==> src/rtl/ram_buff_sched.sv <==
// ram_buffer load-job sequencer and RAM read-port arbiter.
// Buffer reads take strict priority; a tag pipe steers returning data by source.
`timescale 1ns/1ps
module ram_buff_sched #(
  parameter int CMD_DEPTH = 2,
  parameter int RD_LAT    = 1,
  parameter int RAM_WIDTH = 128
) (
  input  logic                 clk,
  input  logic                 rst,
  input  logic                 cmd_vld,
  output logic                 cmd_rdy,
  input  logic [3:0]           cmd_start_byte,
  input  logic [3:0]           cmd_end_byte,
  input  logic [3:0]           cmd_ent_num,
  input  logic [7:0]           cmd_start_addr,
  input  logic [4:0]           cmd_ent_rng,
  output logic                 ctrl_ram_buff_vld,
  output logic [3:0]           ctrl_ram_buff_start_byte,
  output logic [3:0]           ctrl_ram_buff_end_byte,
  output logic [3:0]           ctrl_ram_buff_ent_num,
  output logic [7:0]           ctrl_ram_buff_start_addr,
  output logic [4:0]           ctrl_ram_buff_ent_rng,
  input  logic                 buff_read_vld,
  input  logic [7:0]           buff_read_addr,
  input  logic                 buff_send_done,
  input  logic                 axi_read_vld,
  input  logic [7:0]           axi_read_addr,
  output logic                 axi_read_gnt,
  output logic                 ram_rd_en,
  output logic [7:0]           ram_rd_addr,
  input  logic                 ram_rdata_vld,
  input  logic [RAM_WIDTH-1:0] ram_rdata,
  output logic                 ram_buff_alloc_vld,
  output logic [7:0]           ram_buff_alloc_addr,
  output logic [RAM_WIDTH-1:0] ram_buff_alloc_data,
  output logic                 axi_rdata_vld,
  output logic [RAM_WIDTH-1:0] axi_rdata,
  output logic                 sched_busy,
  output logic                 sched_done
);

  localparam int AW = (CMD_DEPTH > 1) ? $clog2(CMD_DEPTH) : 1;
  localparam int CW = $clog2(CMD_DEPTH) + 1;

  typedef struct packed {
    logic [3:0] sb;
    logic [3:0] eb;
    logic [3:0] en;
    logic [7:0] sa;
    logic [4:0] rng;
  } cmd_t;

  typedef struct packed {
    logic       v;
    logic       axi;
    logic [7:0] addr;
  } tag_t;

  typedef enum logic [1:0] {
    IDLE, LAUNCH, FILL, DRAIN
  } st_t;

  st_t            state_q;
  cmd_t           mem_q [CMD_DEPTH];
  cmd_t           head;
  cmd_t           cmd_in;
  logic [AW-1:0]  wp_q, rp_q;
  logic [CW-1:0]  cnt_q, cnt_d;
  logic           rdy_q;
  logic           push, pop;
  logic [4:0]     alloc_cnt_q;
  logic [3:0]     en_q;
  cmd_t           ctrl_q;
  logic           ctrl_vld_q;
  tag_t           tag_q [RD_LAT];
  tag_t           tag_head;
  logic           hit;

  assign cmd_in = '{sb: cmd_start_byte, eb: cmd_end_byte,
                    en: cmd_ent_num, sa: cmd_start_addr,
                    rng: cmd_ent_rng};
  assign head   = mem_q[rp_q];
  assign push   = cmd_vld & rdy_q;
  assign pop    = (state_q == IDLE) & (cnt_q != '0);
  assign cnt_d  = cnt_q + CW'(push) - CW'(pop);
  assign cmd_rdy = rdy_q;

  always_ff @(posedge clk) begin
    if (push) mem_q[wp_q] <= cmd_in;
  end

  always_ff @(posedge clk) begin
    if (rst) begin
      wp_q  <= '0;
      rp_q  <= '0;
      cnt_q <= '0;
      rdy_q <= 1'b0;
    end else begin
      if (push) wp_q <= wp_q + AW'(1);
      if (pop)  rp_q <= rp_q + AW'(1);
      cnt_q <= cnt_d;
      rdy_q <= (cnt_d != CW'(CMD_DEPTH));
    end
  end

  always_ff @(posedge clk) begin
    if (rst) begin
      state_q     <= IDLE;
      ctrl_vld_q  <= 1'b0;
      ctrl_q      <= '0;
      en_q        <= '0;
      alloc_cnt_q <= '0;
    end else begin
      unique case (state_q)
        IDLE: begin
          if (pop) begin
            state_q    <= LAUNCH;
            ctrl_vld_q <= 1'b1;
            ctrl_q     <= head;
            en_q       <= head.en;
          end
        end
        LAUNCH: begin
          ctrl_vld_q  <= 1'b0;
          alloc_cnt_q <= '0;
          state_q     <= FILL;
        end
        FILL: begin
          if (ram_buff_alloc_vld) begin
            if (alloc_cnt_q == {1'b0, en_q}) state_q <= DRAIN;
            else alloc_cnt_q <= alloc_cnt_q + 5'd1;
          end
        end
        DRAIN: begin
          if (buff_send_done) state_q <= IDLE;
        end
        default: state_q <= IDLE;
      endcase
    end
  end

  assign ctrl_ram_buff_vld        = ctrl_vld_q;
  assign ctrl_ram_buff_start_byte = ctrl_q.sb;
  assign ctrl_ram_buff_end_byte   = ctrl_q.eb;
  assign ctrl_ram_buff_ent_num    = ctrl_q.en;
  assign ctrl_ram_buff_start_addr = ctrl_q.sa;
  assign ctrl_ram_buff_ent_rng    = ctrl_q.rng;

  assign sched_busy = (state_q != IDLE);
  assign sched_done = (state_q == DRAIN) & buff_send_done & ~rst;

  assign axi_read_gnt = axi_read_vld & ~buff_read_vld & ~rst;
  assign ram_rd_en    = (buff_read_vld & ~rst) | axi_read_gnt;

  always_comb begin
    ram_rd_addr = '0;
    if (!rst) begin
      if (buff_read_vld)     ram_rd_addr = buff_read_addr;
      else if (axi_read_gnt) ram_rd_addr = axi_read_addr;
    end
  end

  // tag[RD_LAT-1] lines up with the data returning for a read RD_LAT cycles ago
  always_ff @(posedge clk) begin
    if (rst) begin
      for (int i = 0; i < RD_LAT; i++) tag_q[i] <= '0;
    end else begin
      tag_q[0] <= '{v: ram_rd_en, axi: axi_read_gnt, addr: ram_rd_addr};
      for (int i = 1; i < RD_LAT; i++) tag_q[i] <= tag_q[i-1];
    end
  end

  assign tag_head = tag_q[RD_LAT-1];
  assign hit      = ram_rdata_vld & tag_head.v & ~rst;

  assign ram_buff_alloc_vld  = hit & ~tag_head.axi;
  assign ram_buff_alloc_addr = ram_buff_alloc_vld ? tag_head.addr : '0;
  assign ram_buff_alloc_data = ram_buff_alloc_vld ? ram_rdata : '0;
  assign axi_rdata_vld       = hit & tag_head.axi;
  assign axi_rdata           = axi_rdata_vld ? ram_rdata : '0;

endmodule

==> config.mk <==
export PLATFORM = sky130hd
export DESIGN_NAME = ram_buff_sched
export DESIGN_NICKNAME = d
export VERILOG_FILES = /design/src/rtl/ram_buff_sched.sv
export SDC_FILE = /design/constraint.sdc
export NUM_CORES = 1
export LEC_CHECK = 0
export CAP_MARGIN = 20
export CORE_AREA = 2 2 184 186
export CTS_CLUSTER_DIAMETER = 120
export DETAILED_ROUTE_END_ITERATION = 10
export DIE_AREA = 0 0 186 188
export MAX_ROUTING_LAYER = met4
export PLACE_DENSITY = 0.53
export SETUP_SLACK_MARGIN = 0.1
export SLEW_MARGIN = 20
export SYNTH_ARGS = -nofsm -noshare
export SYNTH_HDL_FRONTEND = slang
export SYNTH_SLANG_ARGS = --single-unit
==> constraint.sdc <==
create_clock -name clk -period 2 [get_ports clk]
set_input_delay 0.4 -clock clk [delete_from_list [all_inputs] [get_ports clk]]
set_output_delay 0.4 -clock clk [all_outputs]
set_load 0.05 [all_outputs]
After elaboration in Yosys (flattened, before gate mapping)
Memories as Yosys holds them, arrays and structs flattened. A register that Yosys moved wholly into a read port is not among the register bits.
Cells that the tools add are included.
{"block": "word_totals", "regBits": 13, "ram_bits": 60, "input_bits": 176, "out_inout_bits": 305, "mem_count": 2}
{"memory": "mem_q", "words": 2, "word_bits": 25, "read_ports": 1, "rd_clocked_by_memory_dff": 1, "write_ports": 1, "line": "65", "rtl": "cmd_t mem_q [CMD_DEPTH];"}
{"memory": "tag_q", "words": 1, "word_bits": 10, "read_ports": 1, "rd_clocked_by_memory_dff": 0, "write_ports": 1, "line": "76", "rtl": "tag_t tag_q [RD_LAT];"}
{"block": "classes", "addsub": 5, "eq_ne": 10, "mux": 23, "bitwise_logic": 15, "n_reduce_logical": 10}
{"operator": "$mux 128", "count": 2}
{"operator": "$mux 8", "count": 4}
{"operator": "$ne 2x2->1 const B", "count": 6}
{"operator": "$and 1x1->1", "count": 11}
{"operator": "$mux 10", "count": 1}
{"operator": "$mux 5", "count": 2}
{"operator": "$pmux 5 s2", "count": 1}
{"operator": "$reduce_or 10->1", "count": 1}
{"operator": "$mux 2", "count": 4}
{"operator": "$pmux 2 s4", "count": 1}
{"operator": "$reduce_bool 2->1", "count": 4}
{"operator": "$mux 1", "count": 7}
{"operator": "$add 5x1->5 const B", "count": 1}
{"operator": "$eq 5x4->1", "count": 1}
{"operator": "$eq 2x2->1 const B", "count": 2}
{"operator": "$reduce_and 2->1", "count": 2}
{"operator": "$reduce_and 4->1", "count": 1}
{"operator": "$not 1->1", "count": 3}
{"operator": "$reduce_and 3->1", "count": 1}
{"operator": "$add 1x1->1 const B", "count": 2}
{"operator": "$add 2x1->2", "count": 1}
{"operator": "$eq 2x1->1 const B", "count": 1}
{"operator": "$logic_not 2->1", "count": 1}
{"operator": "$pmux 1 s2", "count": 1}
{"operator": "other kinds (2)", "count": 2}

Depth between registers and ports, before layout
Gate-level depths: netlist (run 1).
{"block": "depth", "depth_word": 7, "mapped_depth": 12, "ltp_nobuf": 11}

Worst setup path before layout (run 1)
No wires, ideal clock.
{"block": "synth_timing", "path_type": "reg2reg", "startpoint": "register state_q[0]", "endpoint": "register rdy_q (netlist: cmd_rdy)", "arrival_ns": 2.235, "setup_slack_ns": -0.362, "stages_incl_launch_ff": 13, "n_path_buf": 1, "cell_sequence": "dfxtp_1 -> inv_1 -> ha_1 -> inv_1 -> nor2_2 -> clkbuf_1 -> ha_1 -> inv_1 -> ha_1 -> xor2_1 -> xnor2_1 -> nor2_1 -> nor2_1"}
{"block": "synth_via", "elab_chain_cells": 4}
{"element": "from (decl)", "line": "64", "rtl": "st_t state_q;"}
{"element": "from (signal assigned)", "line": "109", "rtl": "state_q <= IDLE;"}
{"element": "from (signal assigned)", "line": "118", "rtl": "state_q <= LAUNCH;"}
{"element": "from (signal assigned)", "line": "127", "rtl": "state_q <= FILL;"}
{"element": "$logic_not 2->1", "line": "85", "rtl": "assign pop = (state_q == IDLE) & (cnt_q != '0);"}
{"element": "$and 1x1->1", "line": "85"}
{"element": "net pop", "line": "71", "rtl": "logic push, pop;"}
{"element": "$sub 2x1->2", "line": "86", "rtl": "assign cnt_d = cnt_q + CW'(push) - CW'(pop);"}
{"element": "$ne 2x2->1", "line": "103", "rtl": "rdy_q <= (cnt_d != CW'(CMD_DEPTH));"}
{"element": "to (signal assigned)", "line": "103"}
{"element": "to (decl)", "line": "70", "rtl": "logic rdy_q;"}
The timed path passes the listed nets, and every way through them passes these cells.
A chain may end at the register's enable or synchronous reset.

Worst setup path after layout (run 1)
{"block": "layout_timing", "startpoint": "memory tag_q[0][8] (netlist bit)", "endpoint": "output port ram_buff_alloc_data[45]"}
{"block": "layout_via", "elab_chain_cells": 4}
{"element": "from (decl)", "line": "76"}
{"element": "$mem_v2 1x10"}
{"element": "$not 1->1", "line": "177", "rtl": "assign ram_buff_alloc_vld = hit & ~tag_head.axi;"}
{"element": "$and 1x1->1", "line": "177"}
{"element": "$mux 128", "line": "179", "rtl": "assign ram_buff_alloc_data = ram_buff_alloc_vld ? ram_rdata : '0;"}
{"element": "to (decl)", "line": "36", "rtl": "output logic [RAM_WIDTH-1:0] ram_buff_alloc_data,"}
No other way between the ends.

==> results of run 1 <==
## cells by family (layout without fill, tap and decap cells)
kind of cell,count (synthesis),in the layout,synth area share
other,0,6,0
adders and majority gates,8,8,0.01794
xor gates and xnor gates,8,8,0.01256
DFF,98,98,0.4413
buffers and inverters,54,559,0.04170
AOI/OAI and AO/OA,52,52,0.07130
muxes,25,25,0.04484
and+or+nand+nor,357,357,0.3704
## flip-flops by register name (all words and copies together), names as in the netlist
name	cells
ctrl_ram_buff_start_byte	4
ctrl_ram_buff_end_byte	4
ctrl_ram_buff_ent_num	4
cnt_q	2
rp_q	1
cmd_rdy	1
ctrl_ram_buff_vld	1
wp_q	1
ctrl_ram_buff_ent_rng	5
alloc_cnt_q	5
ctrl_ram_buff_start_addr	8
tag_q	10
mem_q	50
state_q	2
## routing by layer
metal  wire, µm  vias to the layer above
met5          0                        -
met3       2866                       20
met2      16700                      248
li1           -                     2985
met4        517                        0
met1      14070                     3032
## synthesized netlist by cell type (2+ instances only)
library cell and number:
and3_1 2, xor2_1 2, nand2_1 11, inv_1 6, edfxtp_1 50, clkbuf_2 11
xnor2_1 6, buf_2 9, a22oi_1 3, ha_1 8, and2_1 267, mux2i_1 25
a211oi_1 26, dfxtp_1 48, a21oi_1 10, o2111ai_1 2, nor2_1 61, clkbuf_1 25
nand2b_1 2, nor2b_1 4, nand3_1 2
## timing repair
action                     CTS  global route
hold endpoints to repair     0             0
pin swaps                    3             7
gates cloned                 3            16
setup endpoints to repair  294           310
setup buffers                3             4
gates resized for setup    166           116
## worst max-delay path, cell delays in order (launching register included)
cell       delay [ns]
dfxtp_2          0.32
nand4bb_4        0.22
buf_12           0.17
clkinv_8         0.09
clkbuf_16        0.17
and2_2           0.16
buf_6            0.15
## cell type report
class,instances,area (µm²),area share
clock inverter,6,77.57,0.005447
antenna,6,15.01,0.001054
sequential,98,2471,0.1735
multi-input combinational,450,3392,0.2382
tap,448,560.5,0.03936
inverter,8,46.29,0.003251
clock buffer,10,239.0,0.01678
timing repair buffer,532,7398,0.5195
timing repair inverter,3,41.29,0.002899
## stage by stage
stage	setup WS (ns)	util	setup TNS [ns]	total power (W)
CTS	-0.05050	0.4105	-2.484	0.009172
global route	-0.09775	0.4301	-13.02	0.009662
detailed placement	-0.2500	0.3793	-47.04	0.007262
finish	-0.05019	0.4301	-2.513	0.009164
global placement	-0.2212	0.3793	-40.36	0.007227
floorplan	-0.09367	-	-0.1475	0.005579
## worst paths after layout
check	to	cells past startpoint	slack, ns
worst max register to register	state_q[1]	8	0.12
worst min register to register	ctrl_ram_buff_vld	2	0.46
worst max-delay path	ram_buff_alloc_data[45]	6	-0.05
worst min-delay path	ctrl_ram_buff_vld	2	0.46
## power breakdown
part / total [W] / internal, W / switching, W
clock network: 0.00179 / 0.00102 / 0.000774
logic: 0.00450 / 0.00177 / 0.00272
registers: 0.00288 / 0.00260 / 0.000274
total: 0.00916 / 0.00539 / 0.00377
==> flow_summary.json, run 1 <==
{
  "cts.sinks": 98,
  "violations": "setup timing",
  "synth.net_count": 786,
  "synth_warnings": 0,
  "hold_ws_ns": 0.4627,
  "synthFlopType": "edfxtp_1",
  "hold_viol_final": 0,
  "fillers": 3134,
  "htreeDepth": 3,
  "status": "finished with violations",
  "max_slew_margin": 0.6355,
  "grt_first_pass_wirelength_um": 43770,
  "dpl_cell_area_mm2": 0.01256,
  "wirelength_um": 34160,
  "via_per_inst": 4.026,
  "cts.path.max_buffers": 2,
  "final_common_cell": "and2_2",
  "worst_slew_pin_slew_ns": 0.5458,
  "skew_ns": 0.007377,
  "startpoint": "tag_q[0][8]",
  "core_mm2": 0.03311,
  "path_clk_slew_ns": 0.07,
  "rr_startpoint": "tag_q[0][8]",
  "syn_area_per_cell_um2": 9.270,
  "yosys.area.top_type": "and2_1",
  "holdCritPathClass": "flop to flop",
  "finalSetupViolCount": 138,
  "synth_cells": 602,
  "final_cell_mix": "203 x and2_2, 171 x clkdlybuf4s50_1, 158 x buf_12",
  "critPathCaptureType": "output port",
  "die-height_um": 188,
  "final_cell_area_mm2": 0.01424,
  "cap_violations": 0,
  "drt_iter0_markers": 254,
  "clock-root-buffer": "clkbuf_16",
  "grt_pass1_vias": 6242,
  "ant_nets": 0,
  "gp_congestion": 0.9533,
  "io_pins": 481,
  "synth_area_leaders": "and2_1 30%, edfxtp_1 27%, dfxtp_1 17%",
  "grtUsageMet1": 0.2154,
  "use_met3": 0.06448,
  "place_inst": 1514,
  "grt.total_usage": 0.1815,
  "fin_cells": 1561,
  "antenna_found_initial": 6,
  "grt_max_degree": 53,
  "syn2layout_area_growth_pct": 155.2,
  "dieArea_mm2": 0.03497,
  "fmax_ghz": 0.4878,
  "hold_start": "ctrl_ram_buff_vld",
  "ys_seq_elements": 98,
  "ctsHoldBuffers": 0,
  "synth_edf_count": 50,
  "final.period_utilization": 1.025,
  "ys_seq_area_frac": 0.4413,
  "numPortBuffers": 480,
  "num_vias": 6285,
  "syn_area_mm2": 0.005580,
  "route.detailed.drc": 0,
  "clk_latency_ns": 0.35,
  "rsz0062_at_grt": "yes",
  "synth_top_area_share": 0.2993,
  "dp_hpwl_um": 26730,
  "fin_ws_ns": -0.05019,
  "met2_usage": 0.2947,
  "synth_cell_types": 43,
  "p_per_area_mw_per_mm2": 643.5,
  "ir_worst_vdd_uv": 687.6,
  "die_w_um": 186,
  "drtPass1Iterations": 4,
  "fp-row-count": 67,
  "final_max_slew_viol_count": 0,
  "cts_buffers": 9,
  "cts_tree": "done",
  "busiest_layer": "met2",
  "initial_core_util": 0.1685,
  "start_kind": "flop",
  "p_leak_nw": 6.048,
  "critPathMaxFanout": 10,
  "cp.required_ns": 1.60,
  "drive_gt1_frac": 0.5899,
  "crit_type": "flop to output port",
  "grt.overflow.total": 0,
  "num-nets-final": 1286,
  "async_reset_ff_frac": 0,
  "wire_per_inst_um": 21.88,
  "final.min_clock_period_ns": 2.050,
  "arrival_ns": 1.65
}
No activity file was read; power rests on OpenSTA's default activity.
==> run 2: changes to the inputs <==
==> constraint.sdc (replaced) <==
create_clock -name clk -period 2 [get_ports clk]
set_input_delay 0.3 -clock clk [delete_from_list [all_inputs] [get_ports clk]]
set_output_delay 0.3 -clock clk [all_outputs]
set_load 0.05 [all_outputs]
==> run 2 against run 1 <==
Effect of this change:
- the run now ends clean
- cell area fell by 2.0%
- core utilization down 0.86 points
- combinational power shrank 1%
- worst setup slack gained 0.11 ns
- highest routed layer unchanged
- non-clock buffer count shrank 5
==> flow_summary.json, run 2 (same netlist as run 1, synthesis figures left out) <==
{
  "ant_nets": 0,
  "cp.required_ns": 1.70,
  "gp_congestion": 0.9171,
  "finalSetupViolCount": 0,
  "htreeDepth": 3,
  "ir_worst_vdd_uv": 710.8,
  "cts.sinks": 98,
  "hold_viol_final": 0,
  "reg2reg_setup_slack_ns": 0.20,
  "p_per_area_mw_per_mm2": 650.4,
  "drive_gt1_frac": 0.4465,
  "dpl_cell_area_mm2": 0.01214,
  "p_leak_nw": 5.640,
  "die-height_um": 188,
  "num-nets-final": 1281,
  "route.detailed.drc": 0,
  "core_mm2": 0.03311,
  "use_met3": 0.04700,
  "fp-row-count": 67,
  "status": "complete, no violations",
  "p_seq_frac": 0.318,
  "top_register": "mem_q",
  "cap_violations": 0,
  "num_vias": 6170,
  "io_pins": 481,
  "grt_first_pass_wirelength_um": 40920,
  "skew_ns": 0.01378,
  "busiest_layer": "met2",
  "place_ws_ns": -0.02843,
  "final_cell_area_mm2": 0.01396,
  "final_cell_mix": "195 x clkdlybuf4s50_1, 155 x buf_12, 148 x and2_1",
  "met2_usage": 0.2825,
  "fillers": 3107,
  "grtUsageMet1": 0.2009,
  "cts_buffers": 9,
  "dp_hpwl_um": 25770,
  "antenna_found_initial": 3,
  "via_per_inst": 3.970,
  "clk_latency_ns": 0.34,
  "intPower_w": 0.005340,
  "r2r_end": "cmd_rdy",
  "grt.overflow.total": 0,
  "final.period_utilization": 0.9698,
  "fin_ws_ns": 0.06040,
  "fin_total_pwr_w": 0.009076,
  "die_w_um": 186,
  "syn2layout_area_growth_pct": 150.1,
  "drtPass1Iterations": 4,
  "numPortBuffers": 480,
  "grt.total_usage": 0.1686,
  "final.min_clock_period_ns": 1.940,
  "holdCritPathClass": "primary input to flop",
  "fmax_ghz": 0.5156,
  "wire_per_inst_um": 21.53,
  "drt_iter0_markers": 153,
  "hold_start": "rst",
  "initial_core_util": 0.1685,
  "grt_pass1_vias": 5828,
  "ctsHoldBuffers": 0,
  "start_kind": "flop",
  "rsz0062_at_grt": "yes",
  "max_slew_margin": 0.6425,
  "ff2ff_path_depth": 11,
  "cts_tree": "done",
  "clock-root-buffer": "clkbuf_16",
  "p_switching_w": 0.003736,
  "arrival_ns": 1.64,
  "min_to": "tag_q[0][8]",
  "wirelength_um": 33460,
  "grt_max_degree": 57,
  "whs_path_depth": 4,
  "final_max_slew_viol_count": 0,
  "pwr-share-clk": 0.192,
  "critPathMaxFanout": 29,
  "power_frac_comb": 0.490,
  "swShare": 0.4116,
  "cts.path.max_buffers": 2,
  "final_common_cell": "clkdlybuf4s50_1",
  "largest_reg_flops": 50,
  "path_clk_slew_ns": 0.07,
  "rr_startpoint": "state_q[0]",
  "dieArea_mm2": 0.03497,
  "worst_slew_pin_slew_ns": 0.5345,
  "critPathCaptureType": "output port",
  "crit_type": "flop to output port",
  "hold_ws_ns": 0.4138
}
==> run 2: metrics by stage <==
step | setup TNS, ns | std cells | util
floorplan | -0.1320 | 602 | -
global placement | 0 | 1507 | 0.3666
detailed placement | -0.3428 | 1507 | 0.3666
CTS | 0 | 1526 | 0.3785
global route | -0.003278 | 1553 | 0.4214
finish | 0 | 1554 | 0.4215
==> run 2: layout make-up <==
| class | instances | area, µm² | area share |
|---|---|---|---|
| flip-flops and latches | 98 | 2466 | 0.1767 |
| repair inverters | 3 | 66.31 | 0.004752 |
| well taps | 448 | 560.5 | 0.04016 |
| diodes | 4 | 10.01 | 0.0007172 |
| clock inverters | 6 | 62.56 | 0.004483 |
| multi-input cells | 450 | 3261 | 0.2336 |
| repair buffers | 527 | 7231 | 0.5181 |
| clock buffers | 10 | 239.0 | 0.01712 |
| inverters | 8 | 60.06 | 0.004303 |
==> run 2: power by group through the flow <==
stage	logic, W	clock network [W]	registers [W]
floorplan	0.00177	0	0.00378
global placement	0.00425	0	0.00292
detailed placement	0.00429	0	0.00292
CTS	0.00431	0.00179	0.00289
global route	0.00473	0.00187	0.00294
finish	0.00445	0.00174	0.00288
==> run 2: critical path: stages (launching register included) <==
cell     delay (ns)
dfxtp_2        0.37
and4_4         0.35
buf_12         0.20
and2_1         0.21
buf_12         0.16
==> run 2: layer usage <==
layer | vias to the layer above | routed length (µm)
met4 | 0 | 266
met5 | - | 0
met3 | 19 | 2992
li1 | 2970 | -
met1 | 2954 | 13060
met2 | 227 | 17140
==> run 2: how the worst max path moves through the flow <==
stage | start | endpoint | slack (ns) | cells after the start
3_3_place_gp | ram_rdata_vld | axi_rdata[0] | 0.01 | 5
5_1_grt | tag_q[0][8] | ram_buff_alloc_data[45] | -0.003 | 6
2_1_floorplan | state_q[1] | cmd_rdy | -0.08 | 12
6_report | tag_q[0][9] | axi_rdata[63] | 0.06 | 4
4_1_cts | tag_q[0][9] | axi_rdata[98] | 0.04 | 4
3_5_place_dp | ram_rdata_vld | axi_rdata[42] | -0.03 | 5
==> run 2: timing repair <==
action | CTS | global route
buffers inserted | 2 | 3
setup endpoints to repair | 262 | 248
gates resized for setup | 20 | 300
pin swaps | 0 | 19
cloned | 1 | 21
==> run 3: changes to the inputs <==
--- a/config.mk
+++ b/config.mk
@@ -10,8 +10,11 @@
 export CTS_CLUSTER_DIAMETER = 120
 export DETAILED_ROUTE_END_ITERATION = 10
 export DIE_AREA = 0 0 186 188
+export GPL_TIMING_DRIVEN = 1
+export HOLD_SLACK_MARGIN = 0.06
 export MAX_ROUTING_LAYER = met4
 export PLACE_DENSITY = 0.53
+export RECOVER_POWER = 100
 export SETUP_SLACK_MARGIN = 0.1
 export SLEW_MARGIN = 20
 export SYNTH_ARGS = -nofsm -noshare
==> run 3 against run 2 <==
Effect of this change:
- combinational power is 3% lower
- first-iteration DRC count down 13%
- total power decreased by 1.5%
==> flow_summary.json, run 3 (same netlist as run 1, synthesis figures left out) <==
{
  "status": "complete, no violations",
  "p_leak_nw": 5.622,
  "arrival_ns": 1.64,
  "die-height_um": 188,
  "path_cells": "nand4bb_4, buf_12, clkinv_16, clkbuf_16, and2_4, buf_8",
  "final_max_slew_viol_count": 0,
  "clock-root-buffer": "clkbuf_16",
  "numPortBuffers": 480,
  "max_slew_margin": 0.4883,
  "swShare": 0.4141,
  "startpoint": "tag_q[0][8]",
  "fmax_ghz": 0.5150,
  "syn2layout_area_growth_pct": 148.2,
  "hold_viol_final": 0,
  "ant_nets": 0,
  "met2_usage": 0.2825,
  "r2r_end": "cmd_rdy",
  "critPathMaxFanout": 7,
  "power_frac_comb": 0.482,
  "cap_violations": 0,
  "p_switching_w": 0.003703,
  "regArea_mm2": 0.002466,
  "fp-row-count": 67,
  "cts.sinks": 98,
  "busiest_layer": "met2",
  "holdCritPathClass": "primary input to flop",
  "htreeDepth": 3,
  "fillers": 3119,
  "dp_hpwl_um": 25770,
  "clk_latency_ns": 0.34,
  "largest_reg_flops": 50,
  "crit_path_end": "ram_buff_alloc_data[45]",
  "rsz0062_at_grt": "yes",
  "cts_buffers": 9,
  "worst_slew_pin_slew_ns": 0.7675,
  "dieArea_mm2": 0.03497,
  "wirelength_um": 33440,
  "final.setup.tns_ns": 0,
  "initial_core_util": 0.1685,
  "cts_tree": "done",
  "grt_max_degree": 57,
  "final_common_cell": "clkdlybuf4s50_1",
  "grt.total_usage": 0.1686,
  "reg2reg_setup_slack_ns": 0.17,
  "p_seq_frac": 0.323,
  "antenna_found_initial": 6,
  "start_kind": "flop",
  "grt_pass1_vias": 5828,
  "cp_slowest_stage_delay_ns": 0.33,
  "via_per_inst": 3.965,
  "grtUsageMet1": 0.2009,
  "route.detailed.drc": 0,
  "path_clk_slew_ns": 0.07,
  "gp_congestion": 0.9171,
  "final.min_clock_period_ns": 1.942,
  "intPower_w": 0.005238,
  "io_pins": 481,
  "critPathCaptureType": "output port",
  "final.period_utilization": 0.9709,
  "multi_input_area_mm2": 0.003243,
  "wire_per_inst_um": 21.48,
  "crit_slowest_cell": "dfxtp_2",
  "skew_ns": 0.01382,
  "num_vias": 6174,
  "ctsHoldBuffers": 0,
  "cp.required_ns": 1.70,
  "num-nets-final": 1281,
  "drive_gt1_frac": 0.4365,
  "p_per_area_mw_per_mm2": 645.6,
  "ff2ff_path_depth": 11,
  "die_w_um": 186,
  "fin_ws_ns": 0.05822,
  "top_register": "mem_q",
  "pwr-share-clk": 0.195,
  "grt_first_pass_wirelength_um": 40920,
  "finalSetupViolCount": 0,
  "core_mm2": 0.03311,
  "final_cell_mix": "168 x clkdlybuf4s50_1, 150 x buf_12, 148 x and2_1",
  "ir_worst_vdd_uv": 711.9,
  "drt_iter0_markers": 133,
  "crit_type": "flop to output port",
  "use_met3": 0.04700,
  "place_ws_ns": -0.02843,
  "drtPass1Iterations": 4,
  "rr_startpoint": "state_q[0]",
  "cts.path.max_buffers": 2,
  "grt.overflow.total": 0
}
-- run 3: final cells by class --
cell class                 instances  area share
multi-input combinational        450      0.2342
clock inverter                     6    0.004517
inverter                           8    0.004336
tap                              448     0.04047
antenna                            7    0.001265
sequential                        98      0.1781
timing repair buffer             527      0.5151
timing repair inverter             3    0.004788
clock buffer                      10     0.01726
-- run 3: power groups by stage --
stage	combinational [W]	clock [W]	sequential [W]
after floorplan	0.00177	0	0.00378
after global placement	0.00425	0	0.00292
after detailed placement	0.00429	0	0.00292
after CTS	0.00431	0.00179	0.00289
after global routing	0.00460	0.00187	0.00294
final	0.00431	0.00174	0.00289
-- run 3: worst min path at each step --
| stage | start | end | slack [ns] | cells past startpoint |
|---|---|---|---|---|
| 2_1_floorplan | cmd_ent_rng[0] | mem_q[0][0] | 0.40 | 0 |
| 3_3_place_gp | ctrl_ram_buff_vld | ctrl_ram_buff_vld | 0.45 | 2 |
| 3_5_place_dp | ctrl_ram_buff_vld | ctrl_ram_buff_vld | 0.45 | 2 |
| 4_1_cts | rst | tag_q[0][8] | 0.41 | 4 |
| 5_1_grt | rst | tag_q[0][8] | 0.44 | 4 |
| 6_report | rst | tag_q[0][8] | 0.41 | 4 |
-- run 3: repair_timing --
item                                    in CTS  in global routing
pin swaps                                    0                 19
resized for setup                           20                300
gates cloned                                 1                 21
buffers inserted                             2                  3
endpoints found under the setup margin     262                248
-- run 3: critical path: cells and delay by family, from the launching register on --
family,cells,cell delay (ns)
flip-flops,1,0.33
AND/OR/NAND/NOR,2,0.30
buffers and inverters,4,0.66
-- run 3: layer usage --
metal	share of wire	wire length, µm	vias up
met5	0	0	-
met4	0.0080	266	0
met3	0.091	3058	19
met2	0.51	17150	233
met1	0.39	12970	2946
li1	-	-	2976
-- run 3: per-stage QoR --
stage	instances	hold slack, ns	utilization	area (µm²)	total power, W
final	1557	0.4144	0.4183	13850	0.008941
after global routing	1556	0.4423	0.4182	13850	0.009414
after CTS	1526	0.4077	0.3785	12530	0.008993
after detailed placement	1507	0.4546	0.3666	12140	0.007210
after global placement	1507	0.4512	0.3666	12140	0.007171
after floorplan	602	0.3989	-	5648	0.005558
